$ cat src/rtl/cell2_bist.sv
// Stimulus generator and response checker for a two-input combinational cell.
// Sweeps {A,B} through the Gray sequence 00,01,11,10, samples Y at the end of
// each vector's settle window and compares it with the TRUTH table.
module cell2_bist #(
  parameter logic [3:0]  TRUTH      = 4'b0001,
  parameter int unsigned SETTLE_CYC = 2,
  parameter int unsigned LOOPS      = 16,
  parameter int unsigned CNT_W      = 8
) (
  input  logic             CLK,
  input  logic             RST,
  input  logic             START,
  output logic             A,
  output logic             B,
  input  logic             Y,
  output logic             BUSY,
  output logic             DONE,
  output logic             PASS,
  output logic [CNT_W-1:0] ERR_CNT,
  output logic             FAIL_VALID,
  output logic [1:0]       FAIL_VEC
);

  localparam int unsigned       LOOP_W      = $clog2(LOOPS) + 1;
  localparam logic [3:0]        SETTLE_LAST = 4'(SETTLE_CYC);
  localparam logic [LOOP_W-1:0] LOOP_LAST   = LOOP_W'(LOOPS - 1);
  localparam logic [CNT_W-1:0]  CNT_MAX     = '1;

  typedef enum logic [1:0] {
    IDLE,
    HOLD,
    FINISH
  } state_t;

  state_t            state_q, state_d;
  logic [1:0]        vec_q, vec_d;
  logic [3:0]        settle_q, settle_d;
  logic [LOOP_W-1:0] loop_q, loop_d;
  logic [1:0]        ab_q, ab_d;
  logic              busy_q, busy_d;
  logic              done_q, done_d;
  logic              pass_q, pass_d;
  logic [CNT_W-1:0]  err_q, err_d;
  logic              fv_q, fv_d;
  logic [1:0]        fvec_q, fvec_d;
  logic              mismatch_c;

  // Vector index to {A,B} in Gray order.
  function automatic logic [1:0] gray(input logic [1:0] idx);
    return {idx[1], idx[1] ^ idx[0]};
  endfunction

  // State and result registers.
  always_ff @(posedge CLK) begin
    if (RST) begin
      state_q  <= IDLE;
      vec_q    <= '0;
      settle_q <= '0;
      loop_q   <= '0;
      ab_q     <= '0;
      busy_q   <= 1'b0;
      done_q   <= 1'b0;
      pass_q   <= 1'b0;
      err_q    <= '0;
      fv_q     <= 1'b0;
      fvec_q   <= '0;
    end else begin
      state_q  <= state_d;
      vec_q    <= vec_d;
      settle_q <= settle_d;
      loop_q   <= loop_d;
      ab_q     <= ab_d;
      busy_q   <= busy_d;
      done_q   <= done_d;
      pass_q   <= pass_d;
      err_q    <= err_d;
      fv_q     <= fv_d;
      fvec_q   <= fvec_d;
    end
  end

  // Next-state, sweep sequencing and compare logic.
  always_comb begin
    state_d    = state_q;
    vec_d      = vec_q;
    settle_d   = settle_q;
    loop_d     = loop_q;
    ab_d       = ab_q;
    busy_d     = busy_q;
    done_d     = done_q;
    pass_d     = pass_q;
    err_d      = err_q;
    fv_d       = fv_q;
    fvec_d     = fvec_q;
    mismatch_c = 1'b0;

    case (state_q)
      IDLE, FINISH: begin
        // Results from the last run are held until a new START arrives.
        vec_d    = '0;
        settle_d = '0;
        loop_d   = '0;
        ab_d     = 2'b00;
        if (state_q == FINISH) begin
          state_d = IDLE;
        end
        if (START) begin
          state_d = HOLD;
          busy_d  = 1'b1;
          done_d  = 1'b0;
          pass_d  = 1'b0;
          err_d   = '0;
          fv_d    = 1'b0;
          fvec_d  = '0;
        end
      end

      HOLD: begin
        if (settle_q == SETTLE_LAST) begin
          mismatch_c = (Y != TRUTH[ab_q]);
          if (mismatch_c) begin
            if (err_q != CNT_MAX) begin
              err_d = err_q + CNT_W'(1);
            end
            if (!fv_q) begin
              fv_d   = 1'b1;
              fvec_d = ab_q;
            end
          end
          settle_d = '0;
          vec_d    = vec_q + 2'd1;
          ab_d     = gray(vec_q + 2'd1);
          if (vec_q == 2'd3) begin
            loop_d = loop_q + LOOP_W'(1);
            if (loop_q == LOOP_LAST) begin
              state_d = FINISH;
              busy_d  = 1'b0;
              done_d  = 1'b1;
              pass_d  = (err_q == '0) && !mismatch_c;
              ab_d    = 2'b00;
            end
          end
        end else begin
          settle_d = settle_q + 4'd1;
        end
      end

      default: begin
        state_d = IDLE;
      end
    endcase
  end

  assign A          = ab_q[1];
  assign B          = ab_q[0];
  assign BUSY       = busy_q;
  assign DONE       = done_q;
  assign PASS       = pass_q;
  assign ERR_CNT    = err_q;
  assign FAIL_VALID = fv_q;
  assign FAIL_VEC   = fvec_q;

endmodule

$ cat config.mk
export PLATFORM = sky130hd
export DESIGN_NAME = cell2_bist
export DESIGN_NICKNAME = d
export VERILOG_FILES = /design/src/rtl/cell2_bist.sv
export SDC_FILE = /design/constraint.sdc
export NUM_CORES = 1
export LEC_CHECK = 0
export CORE_MARGIN = 5
export CORE_UTILIZATION = 25
export DETAILED_ROUTE_END_ITERATION = 10
export MAX_ROUTING_LAYER = met4
export PLACE_DENSITY = 0.45
export RECOVER_POWER = 25
export SLEW_MARGIN = 25
export SYNTH_ARGS = -nofsm -noshare
export SYNTH_HDL_FRONTEND = slang
export SYNTH_SLANG_ARGS = --single-unit
$ cat constraint.sdc
create_clock -name CLK -period 2.2 [get_ports CLK]
set_input_delay 0.44 -clock CLK [delete_from_list [all_inputs] [get_ports CLK]]
set_output_delay 0.44 -clock CLK [all_outputs]
set_load 0.05 [all_outputs]
After elaboration in Yosys (flattened, before gate mapping) --
Index checks and enable logic that the tools add are counted.
Storage, ports and cells: bits in registers 29, input bits 4, output and inout bits 16
Cells by class: $add $sub $neg 4, $lt $le $gt $ge 1, equality and inequality tests 15, multiplexer cells 46, bitwise operators 1, reduce and logical (&&, ||, !) cells 13
Operator list (count):
- two-way mux 8 bit | 4
- two-way mux 2 bit | 13
- case mux 2 bit (2 select lines) | 4
- case mux 8 bit (2 select lines) | 1
- AND reduction 5 bit | 3
- two-way mux 1 bit | 14
- != test 2 bit (second input constant) | 7
- two-way mux 5 bit | 2
- case mux 5 bit (2 select lines) | 1
- adder 8 x 1 -> 8 bit (second input constant) | 1
- logical NOT 8 bit | 1
- != test 8 bit (second input constant) | 1
- case mux 1 bit (2 select lines) | 4
- case mux 4 bit (2 select lines) | 1
- AND reduction 4 bit | 2
- adder 5 x 1 -> 5 bit (second input constant) | 1
- equality test 5 x 4 -> 1 bit (second input constant) | 1
- adder 4 x 1 -> 4 bit (second input constant) | 1
- equality test 2 bit (second input constant) | 2
- equality test 4 x 2 -> 1 bit (second input constant) | 1
- two-way mux 4 bit | 1
- less-than comparator 2 x 3 -> 1 bit (second input constant) | 1
- != test 3 bit (second input constant) | 1
- AND reduction 3 bit | 1
- 11 further kinds | 11

Longest topological paths before layout --
Gate-level depths: netlist (run 1).
depth after elaboration 9, depth in mapped cells 7

Worst setup path before layout (run 1) --
No wires, ideal clock.
kind flip-flop to flip-flop, from register vec_q[1], to register pass_q (netlist: PASS), setup time 0.070 ns, arrival time 1.847 ns, path slack 0.283 ns, stages on the path, launching flop included 6, cells stage by stage dfxtp_1 ha_1 clkbuf_1 a21oi_1 or4_1 a21oi_1
Between the ends: longest elaborated chain between the ends 3
Ends and longest elaborated chain:
- start, declared | RTL line 36 | logic [1:0] vec_q, vec_d;
- start signal, assigned | RTL line 69 | vec_q <= vec_d;
- equality test 2 bit | RTL line 133 | if (vec_q == 2'd3) begin
- != test 2 bit (no source line)
- AND reduction 5 bit (no source line)
- end signal, assigned | RTL line 75 | pass_q <= pass_d;
- end, declared | RTL line 42 | logic pass_q, pass_d;
No other way between the ends. A chain may end at the register's enable or synchronous reset.

Final worst setup path (run 1) --
from register err_q[3] (netlist: ERR_CNT[3]), to output port ERR_CNT[3]
RTL lines:
- start, declared | RTL line 43 | logic [CNT_W-1:0] err_q, err_d;
- start signal, assigned | RTL line 76 | err_q <= err_d;
- end, declared | RTL line 19 | output logic [CNT_W-1:0] ERR_CNT,
No word-level cell between the ends.

==> results of run 1 <==
## cell type report
class                      instances  area (um^2)  share of cell area
inverter                           6         22.5              0.0125
multi-input combinational        124          828               0.459
timing repair buffer              27          246               0.137
clock buffer                       4         55.1              0.0305
tap                               72         90.1              0.0500
sequential                        28          561               0.311
## path summary, 6_finish.rpt
kind,from,cells after the start,endpoint
hold reg to reg,DONE,2,DONE
setup / recovery,ERR_CNT[3],1,ERR_CNT[3]
hold / removal,DONE,2,DONE
setup reg to reg,settle_q[0],7,ab_q[0]
## sequential cells by signal, indices dropped and copies added, names as in the netlist
name	cells
FAIL_VALID	1
state_q	2
BUSY	1
vec_q	2
ERR_CNT	8
DONE	1
settle_q	4
loop_q	5
ab_q	1
PASS	1
FAIL_VEC	2
## cell families after synthesis
| family | share of synthesized area |
|---|---|
| simple gates | 0.257 |
| compound gates | 0.209 |
| flops | 0.386 |
| mux | 0.00688 |
| xor+xnor | 0.0361 |
| buf+inv | 0.0447 |
| fa+ha+maj | 0.0602 |
## through the flow
stage / total power [uW] / setup WS (ns) / hold slack (ns) / instance area (um^2) / std cells
2_1_floorplan: 620 / 0.283 / 0.449 / 1450 / 168
3_3_place_gp: 665 / 0.126 / 0.458 / 1750 / 257
3_5_place_dp: 666 / 0.0880 / 0.461 / 1750 / 257
4_1_cts: 996 / 0.115 / 0.479 / 1810 / 261
5_1_grt: 1030 / 0.0428 / 0.511 / 1800 / 261
6_report: 983 / 0.119 / 0.473 / 1800 / 261
## power by group through the flow
| stage | Combinational, uW | Clock (uW) | Sequential, uW |
|---|---|---|---|
| 2_1_floorplan | 69.3 | 0 | 551 |
| 3_3_place_gp | 131 | 0 | 534 |
| 3_5_place_dp | 132 | 0 | 534 |
| 4_1_cts | 133 | 341 | 522 |
| 5_1_grt | 145 | 366 | 523 |
| 6_report | 132 | 329 | 522 |
## metal layers
metal | vias up | track usage | wire length (um)
met3 | 2 | 0.0190 | 164
li1 | 667 | - | -
met2 | 24 | 0.144 | 1570
met5 | - | - | 0
met4 | 0 | 0.0340 | 40
met1 | 639 | 0.151 | 1910
## layout by cell type, fill, tap and decap left out, types with 2 or more instances in the layout
master           count
nand2b_1             4
clkbuf_8             4
dfxtp_1             28
o41ai_1              3
a21oi_1             14
xnor2_1              2
and3_1               3
clkdlybuf4s50_1     18
nor3_1               6
o21ai_0              4
nand3_1              8
a211oi_1             5
inv_1                6
xor2_1               4
nor2_1              15
a41oi_1              2
o311ai_0             2
a31oi_1              4
buf_4                7
o31ai_1              2
ha_1                 7
nand4_1              4
nand2_1             10
==> impl_metrics.py, run 1 <==
metrics = {
    "power": {
        "p_sw_frac": 0.263,
        "p_comb_frac": 0.134,
        "leakage_uw": 0.000620,
        "power_density_mw_per_mm2": 545,
        "clock_power_share": 0.335,
        "vdd_drop_max_mv": 0.257,
        "p_int_uw": 724,
        "p_sw_uw": 259,
        "pwr-share-seq": 0.531,
    },
    "timing": {
        "hold_viol": 0,
        "finalMaxSlewViolations": 0,
        "fin_crit_sh": 0.946,
        "slew_headroom": 0.596,
        "rsz0062_at_grt": "false",
        "fmax_mhz": 480,
        "worstMarginPinSlew_ns": 0.603,
        "fin_tns_setup_ns": 0,
        "finalSetupViolations": 0,
        "period_needed_ns": 2.08,
        "skew_ns": 0.00757,
    },
    "yosys": {
        "yosysTopAreaCellShare": 0.386,
        "synth-edff-count": 0,
        "synth-warning-count": 0,
        "yosysMostFrequentCell": "dfxtp_1",
        "netlist_area_mm2": 0.00145,
        "synthArstFlopShare": 0,
        "syn_inst": 168,
        "ys_seq_elements": 28,
        "synth_top_area_cell": "dfxtp_1",
        "synth-seq-area-share": 0.386,
        "yosys.cell_types.count": 48,
        "synth_fp_nets": 179,
        "ys_top_cells_by_count": "dfxtp_1 (28), nor2_1 (15), a21oi_1 (14)",
        "synth_top_flop_cell": "dfxtp_1",
        "synth_area_leaders": "dfxtp_1 (39%), ha_1 (6.0%), a21oi_1 (4.8%)",
        "syn_avg_cell_area_um2": 8.65,
    },
    "drt": {
        "vias": 1332,
        "wl_um": 3690,
        "drc_errors": 0,
        "viasPerCell": 5.10,
        "wire_per_inst_um": 14.1,
        "drt_iter0_drc": 101,
        "dr.pass1.iters": 4,
        "ant_nets": 0,
    },
    "outcome": {
        "status": "completed",
    },
    "global_routing": {
        "antenna_found_initial": 0,
        "grt_use_total": 0.104,
        "grt_pass1_wl_um": 6100,
        "grt_pass1_vias": 1230,
        "grt_max_degree": 16,
        "overflow": 0,
    },
    "critical_path": {
        "required_ns": 1.76,
        "crit_path_max_incr_delay_ns": 0.87,
        "path_cells": "clkdlybuf4s50_1",
        "crit_buf_inv": 1,
        "rrSetupSlack_ns": 0.37,
        "end_kind": "output port",
        "crit_slowest_cell": "clkdlybuf4s50_1",
        "worst_ep_arrival_time_ns": 1.64,
        "cp_top_family": "buffers and inverters",
        "crit_path_start_kind": "flop",
        "critPathMaxFanout": 8,
        "path_class": "flop to output port",
    },
    "die": {
        "die_x_um": 86.3,
        "ios": 20,
        "die_y_um": 86.3,
        "fp-row-count": 27,
        "dieArea_mm2": 0.00744,
        "coreArea_mm2": 0.00557,
        "start_util": 0.261,
    },
    "cells_and_area": {
        "antennaDiodeCount": 0,
        "finalNetCount": 201,
        "final_util": 0.323,
        "fill_cells": 587,
        "drive_gt1_frac": 0.0952,
        "synthToLayoutAreaGrowth_pct": 24.0,
    },
    "clock_network": {
        "clk_latency_ns": 0.28,
        "cts_hold_buf": 0,
        "cts_setup_buffers": 0,
        "clkTransAtPathRegs_ns": 0.10,
        "ctsResizeCount": 0,
        "cts_root_buf": "clkbuf_8",
        "numCtsBuffers": 3,
        "cts_tree": "done",
        "htreeDepth": 1,
        "clkSinkCount": 28,
        "cts_max_path_buffers": 2,
    },
    "placement": {
        "dpl.hpwl_um": 2750,
        "gp_congestion": 0.787,
        "io_buffer_count": 19,
    },
    "min_path": {
        "hold_path_class": "flop to flop",
    },
    "job": {
        "drv_cap": 0,
    },
}
Note: power is estimated with default switching activity, not from simulation.
==> inputs of run 2 (changes only) <==
--- a/config.mk
+++ b/config.mk
@@ -8,10 +8,11 @@
 export CORE_MARGIN = 5
 export CORE_UTILIZATION = 25
 export DETAILED_ROUTE_END_ITERATION = 10
+export GPL_TIMING_DRIVEN = 1
 export MAX_ROUTING_LAYER = met4
 export PLACE_DENSITY = 0.45
 export RECOVER_POWER = 25
-export SLEW_MARGIN = 25
 export SYNTH_ARGS = -nofsm -noshare
 export SYNTH_HDL_FRONTEND = slang
 export SYNTH_SLANG_ARGS = --single-unit
+export TNS_END_PERCENT = 5
==> results of run 2 <==
The final DEF is identical to that of run 1; final timing and power are the same.
==> inputs of run 3 (changes only) <==
--- a/config.mk
+++ b/config.mk
@@ -7,6 +7,7 @@
 export LEC_CHECK = 0
 export CORE_MARGIN = 5
 export CORE_UTILIZATION = 25
+export CTS_BUF_LIST = sky130_fd_sc_hd__clkbuf_4 sky130_fd_sc_hd__clkbuf_8
 export DETAILED_ROUTE_END_ITERATION = 10
 export GPL_TIMING_DRIVEN = 1
 export MAX_ROUTING_LAYER = met4
==> results of run 3 <==
The final DEF is identical to that of run 1; final timing and power are the same.
